File: src/rtl/ir_pipe_pkg.sv
// ir_pipe_pkg
//   Shared definitions for the instruction-register field pipeline:
//   the $zero register number, default field geometry, and a helper that
//   pulls channel k out of a packed multi-field bus.
package ir_pipe_pkg;

    // Register $zero: never a real hazard source.
    localparam int REG_ZERO   = 0;

    // Classic MIPS ID/EX use: rt and rd, 5 bits each.
    localparam int DEF_WIDTH  = 5;
    localparam int DEF_NUM_CH = 2;

    // Upper bounds for the generic extract helper. Callers zero-extend the
    // bus up to MAX_BUS_W and truncate the result back to their field width.
    localparam int MAX_FIELD_W = 32;
    localparam int MAX_BUS_W   = 1024;

    // Return channel k (w bits wide) of a packed field bus.
    function automatic logic [MAX_FIELD_W-1:0] field_extract(
        input logic [MAX_BUS_W-1:0] bus,
        input int                   k,
        input int                   w
    );
        logic [MAX_BUS_W-1:0]   shifted;
        logic [MAX_FIELD_W-1:0] mask;
        shifted = bus >> (k * w);
        mask    = (MAX_FIELD_W'(1) << w) - MAX_FIELD_W'(1);
        return shifted[MAX_FIELD_W-1:0] & mask;
    endfunction

endpackage

File: src/rtl/ir_field_stage.sv
// ir_field_stage
//   One pipeline stage: valid bit, NUM_CH packed fields and a destination
//   select, with hold (freeze) and bubble (clear) controls.
//
// Ports:
//   clk      - clock, all updates on posedge
//   rst      - synchronous active-high reset, clears the stage
//   hold     - keep current contents, ignore d_*
//   bubble   - load an empty entry (valid/fields/sel = 0); wins over hold
//   d_valid  - incoming valid
//   d_fields - incoming packed fields
//   d_sel    - incoming destination select
//   q_valid  - stored valid
//   q_fields - stored fields
//   q_sel    - stored destination select
module ir_field_stage
    import ir_pipe_pkg::*;
#(
    parameter int WIDTH  = DEF_WIDTH,
    parameter int NUM_CH = DEF_NUM_CH,
    parameter int SEL_W  = $clog2(NUM_CH)
) (
    input  logic                    clk,
    input  logic                    rst,
    input  logic                    hold,
    input  logic                    bubble,
    input  logic                    d_valid,
    input  logic [NUM_CH*WIDTH-1:0] d_fields,
    input  logic [SEL_W-1:0]        d_sel,
    output logic                    q_valid,
    output logic [NUM_CH*WIDTH-1:0] q_fields,
    output logic [SEL_W-1:0]        q_sel
);

    // NOTE: sequential state uses non-blocking assignments so every stage
    // samples its neighbour's pre-edge value and the chain shifts by one.
    // Fields and sel are reset too, so outputs read 0 rather than stale data.
    always_ff @(posedge clk) begin
        if (rst || bubble) begin
            q_valid  <= 1'b0;
            q_fields <= '0;
            q_sel    <= '0;
        end else if (!hold) begin
            // Invalid entries advance with their fields untouched.
            q_valid  <= d_valid;
            q_fields <= d_fields;
            q_sel    <= d_sel;
        end
    end

endmodule

File: src/rtl/ir_field_pipe.sv
// ir_field_pipe
//   DEPTH-stage pipeline for instruction register-specifier fields with
//   stall/flush, a per-entry destination select and a per-stage
//   destination-match mask for hazard detection.
//
// Ports:
//   clk         - clock
//   rst         - synchronous active-high reset, drops all in-flight entries
//   stall       - freeze every stage
//   flush       - insert a bubble at stage 0 (also applies under stall)
//   in_valid    - incoming entry is a real instruction
//   in_fields   - packed fields, channel k at [k*WIDTH +: WIDTH]
//   in_sel      - which channel is the destination register
//   out_valid   - last-stage valid
//   out_fields  - last-stage fields
//   out_dst     - last-stage selected destination (0 if sel out of range)
//   stage_valid - valid bit per stage, bit 0 = first stage
//   query       - source register to test against in-flight destinations
//   match       - per-stage hit: valid, dst == query, query != $zero
module ir_field_pipe
    import ir_pipe_pkg::*;
#(
    parameter int WIDTH  = DEF_WIDTH,
    parameter int NUM_CH = DEF_NUM_CH,
    parameter int DEPTH  = 1,
    parameter int SEL_W  = $clog2(NUM_CH)
) (
    input  logic                    clk,
    input  logic                    rst,
    input  logic                    stall,
    input  logic                    flush,
    input  logic                    in_valid,
    input  logic [NUM_CH*WIDTH-1:0] in_fields,
    input  logic [SEL_W-1:0]        in_sel,
    output logic                    out_valid,
    output logic [NUM_CH*WIDTH-1:0] out_fields,
    output logic [WIDTH-1:0]        out_dst,
    output logic [DEPTH-1:0]        stage_valid,
    input  logic [WIDTH-1:0]        query,
    output logic [DEPTH-1:0]        match
);

    logic [DEPTH-1:0]        st_valid;
    logic [NUM_CH*WIDTH-1:0] st_fields [DEPTH];
    logic [SEL_W-1:0]        st_sel    [DEPTH];

    logic [WIDTH-1:0]        dst       [DEPTH];
    logic [DEPTH-1:0]        sel_ok;

    for (genvar s = 0; s < DEPTH; s++) begin : g_stage
        if (s == 0) begin : g_head
            // Flush only affects the head; it overrides stall there.
            ir_field_stage #(
                .WIDTH  (WIDTH),
                .NUM_CH (NUM_CH),
                .SEL_W  (SEL_W)
            ) u_stage (
                .clk      (clk),
                .rst      (rst),
                .hold     (stall),
                .bubble   (flush),
                .d_valid  (in_valid),
                .d_fields (in_fields),
                .d_sel    (in_sel),
                .q_valid  (st_valid[s]),
                .q_fields (st_fields[s]),
                .q_sel    (st_sel[s])
            );
        end else begin : g_body
            ir_field_stage #(
                .WIDTH  (WIDTH),
                .NUM_CH (NUM_CH),
                .SEL_W  (SEL_W)
            ) u_stage (
                .clk      (clk),
                .rst      (rst),
                .hold     (stall),
                .bubble   (1'b0),
                .d_valid  (st_valid[s-1]),
                .d_fields (st_fields[s-1]),
                .d_sel    (st_sel[s-1]),
                .q_valid  (st_valid[s]),
                .q_fields (st_fields[s]),
                .q_sel    (st_sel[s])
            );
        end
    end

    // Destination select and hazard compare per stage. A select past the
    // last channel (NUM_CH not a power of two) yields dst 0 and never hits.
    // NOTE: every always_comb output gets a default before the loop so no
    // path leaves it unassigned and no latch is inferred.
    always_comb begin
        for (int s = 0; s < DEPTH; s++) begin
            dst[s]    = '0;
            sel_ok[s] = 1'b0;
            for (int k = 0; k < NUM_CH; k++) begin
                if (st_sel[s] == SEL_W'(k)) begin
                    dst[s]    = WIDTH'(field_extract(MAX_BUS_W'(st_fields[s]), k, WIDTH));
                    sel_ok[s] = 1'b1;
                end
            end
            match[s] = st_valid[s] && sel_ok[s] && (dst[s] == query)
                       && (query != WIDTH'(REG_ZERO));
        end
    end

    assign stage_valid = st_valid;
    assign out_valid   = st_valid[DEPTH-1];
    assign out_fields  = st_fields[DEPTH-1];
    assign out_dst     = dst[DEPTH-1];

endmodule

File: config.mk
export PLATFORM = sky130hd
export DESIGN_NAME = ir_field_pipe
export DESIGN_NICKNAME = d
export VERILOG_FILES = /design/src/rtl/ir_pipe_pkg.sv /design/src/rtl/ir_field_stage.sv /design/src/rtl/ir_field_pipe.sv
export SDC_FILE = /design/constraint.sdc
export NUM_CORES = 1
export LEC_CHECK = 0
export CORE_MARGIN = 1
export CORE_UTILIZATION = 37
export DETAILED_ROUTE_END_ITERATION = 8
export GPL_ROUTABILITY_DRIVEN = 0
export GPL_TIMING_DRIVEN = 0
export PLACE_DENSITY = 0.82
export SETUP_SLACK_MARGIN = 0.1
export SLEW_MARGIN = 20
export SYNTH_ARGS = -nofsm -noshare
export SYNTH_HDL_FRONTEND = slang
export SYNTH_SLANG_ARGS = --single-unit
File: constraint.sdc
create_clock -name clk -period 1.8 [get_ports clk]
set_input_delay 0.18 -clock clk [delete_from_list [all_inputs] [get_ports clk]]
set_output_delay 0.18 -clock clk [all_outputs]
set_load 0.02 [all_outputs]
==> results.yml <==
detailed_routing:
  drt_pass1_iterations: 4
  drt-initial-drc-count: 3
  avgViaCountPerCell: 4.879
  post_drt_wl_per_cell_um: 12.57
  ant_nets: 0
  vias: 566
  drcViolationCount: 0
  routed_wl_um: 1458
hold_path:
  hold_end: "g_stage[0].g_head.u_stage.q_fields[2]"
  worstHoldStart: "in_fields[2]"
  hold_class: "in -> reg"
  holdPathStages: 3
layout:
  final_cell_area_sq_um: 1047
  drive_gt1_frac: 0.2000
  post-route-util: 0.6952
  diodes: 0
  fill_cells: 128
  syn2layout_area_growth_pct: 75.84
  nets: 122
worst_setup_path:
  critPathKind: "reg -> out"
  r2r_slack_ns: 1.03
  cp-start-kind: "register"
  arrival_ns: 1.57
  worstPathMaxFanout: 6
  cp.required_ns: 1.62
  regToRegStartpoint: "g_stage[0].g_head.u_stage.q_sel"
  rr_worst_depth: 3
  end_kind: "output pin"
  r2r_end: "g_stage[0].g_head.u_stage.q_sel"
timing:
  period_share: 0.9709
  rsz0062_at_grt: "true"
  post-route-min-period_ns: 1.748
  setup-tns-final_ns: 0
  hold_ws_ns: 0.5054
  slew_viol_final: 0
  tightest_slew_ns: 0.4254
  setup_viol: 0
  fmax_mhz: 572.2
  hold_viol: 0
  relSlewSlack: 0.7164
  skew_ns: 0
clocking:
  htree_levels: 1
  clock_path_buffers: 2
  clk_pin_slew_ns: 0.08
  clk_latency_ns: 0.27
  cts_buffers: 3
  cts_num_sinks: 12
  cts_tree: "yes"
  cts.root.buffer_cell: "clkbuf_4"
  postCtsHoldBufs: 0
  postCtsSetupBuffers: 0
global_route:
  grt_pass1_vias: 572
  antenna_found_initial: 0
  grt_max_degree: 11
  grt_pass1_wl_um: 2442
  overflow: 0
  grt_use_total: 0.1842
logic_synthesis:
  synth_nets: 79
  yosysWarnings: 0
  synth_area_leaders: "dfxtp_1, mux2i_1, mux2_4"
  synth_top_cell_area_share: 0.4034
  syn_area_sq_um: 595.6
  yosysSeqAreaShare: 0.4034
  yosys.area.top_type: "dfxtp_1"
  synthDistinctLibCells: 17
  synth_cells: 58
  ys_seq_elements: 12
  synth.avg_cell_area_sq_um: 10.27
power:
  sequentialPowerShare: 0.434
  switching_share: 0.2469
  powerDensity_nw_per_um2: 617.3
  leakagePower_nw: 0.4538
  ir_drop_uv: 406.3
  p_clk_frac: 0.338
  p_comb_frac: 0.228
  power_switching_mw: 0.1596
  intPower_mw: 0.4868
die:
  chipHeight_um: 42.12
  fp-row-count: 14
  die-width_um: 42.12
  ios: 39
  dieArea_sq_um: 1774
  coreArea_sq_um: 1506
  start_util: 0.3953
placement:
  io_buffer_count: 38
  place_area_sq_um: 996.0
  hpwl_um: 1134
run:
  maxCapViolCount: 0
outcome:
  status: "completed"
==> worst max-delay path by stage <==
| stage | from | slack (ns) | to | depth (start not counted) |
|---|---|---|---|---|
| after global routing | g_stage[0].g_head.u_stage.q_sel | -0.04 | match | 6 |
| after detailed placement | g_stage[0].g_head.u_stage.q_sel | -0.14 | match | 6 |
| final | g_stage[0].g_head.u_stage.q_sel | 0.05 | match | 6 |
| after floorplan | g_stage[0].g_head.u_stage.q_sel | 0.31 | match | 5 |
| after global placement | query[0] | -0.14 | match | 6 |
| after CTS | g_stage[0].g_head.u_stage.q_sel | 0.008 | match | 6 |
==> per-stage QoR <==
step / worst slack, ns / power, mW / instances
after global routing: -0.03793 / 0.6764 / 116
after global placement: -0.1403 / 0.4298 / 112
after floorplan: 0.3121 / 0.3534 / 58
after CTS: 0.008103 / 0.6493 / 116
after detailed placement: -0.1446 / 0.4327 / 112
final: 0.05236 / 0.6464 / 116
==> power groups by stage <==
stage | registers (mW) | logic [mW] | clock network [mW]
2_1_floorplan | 0.296 | 0.0576 | 0
3_3_place_gp | 0.286 | 0.143 | 0
3_5_place_dp | 0.287 | 0.146 | 0
4_1_cts | 0.281 | 0.145 | 0.223
5_1_grt | 0.282 | 0.159 | 0.235
6_report | 0.281 | 0.147 | 0.218
==> sequential cells by signal (all words and copies together), names as in the netlist <==
| signal | count |
|---|---|
| g_stage.g_head.u_stage.q_valid | 1 |
| g_stage.g_head.u_stage.q_sel | 1 |
| g_stage.g_head.u_stage.q_fields | 10 |
==> worst max-delay path: stages, from the launching register on <==
cell     delay (ns)
dfxtp_2        0.33
buf_6          0.13
mux2_4         0.32
nor3_2         0.15
a21oi_1        0.06
nor3_2         0.14
buf_4          0.16
==> metal layers <==
metal | wire length (um) | part of all wire | track usage
met1 | 597 | 0.41 | 0.2075
met2 | 722 | 0.50 | 0.3156
met3 | 101 | 0.069 | 0.03879
met4 | 36 | 0.025 | 0.1125
met5 | 0 | 0 | 0
==> layout by cell type, fill, tap and decap left out <==
cell type,instances
clkdlybuf4s50_1,32
nor2_1,13
mux2i_1,12
dfxtp_1,11
mux2_4,5
dlygate4sd2_1,5
xnor2_2,3
clkbuf_4,3
nor3_2,2
buf_4,2
buf_6,1
inv_1,1
nand2_1,1
nand3b_1,1
nor4_1,1
a21oi_1,1
nand3_1,1
or2_2,1
clkbuf_1,1
buf_2,1
clkbuf_8,1
dfxtp_2,1
==> kinds of logic after synthesis <==
family | after synthesis | share of synthesized area
buf+inv | 5 | 0.05250
simple gates | 20 | 0.1639
compound gates | 1 | 0.008395
mux | 17 | 0.3277
xor+xnor | 3 | 0.04413
flops | 12 | 0.4034
==> layout make-up <==
cell class | instances | area [sq um] | share of cell area
multi-input combinational | 41 | 346.6 | 0.3309
sequential | 12 | 241.5 | 0.2306
buffer | 4 | 27.53 | 0.02628
clock buffer | 4 | 36.28 | 0.03465
timing repair buffer | 38 | 371.6 | 0.3548
inverter | 1 | 3.754 | 0.003584
tap | 16 | 20.02 | 0.01912
==> Yosys cell counts (all sizes together) <==
cell type,instances
nor2,13
dfxtp,12
mux2i,12
mux2,5
buf,3
xnor2,3
nor3,2
a21oi,1
clkbuf,1
inv,1
nand2,1
nand3,1
nand3b,1
nor4,1
or2,1
==> timing repair <==
| action | 4_1_cts | 5_1_grt |
|---|---|---|
| endpoints found under the setup margin | 6 | 1 |
| resized for setup | 11 | 3 |
| pin swaps | 0 | 1 |
| gates cloned | 0 | 0 |
Note: power is estimated with default switching activity, not from simulation.
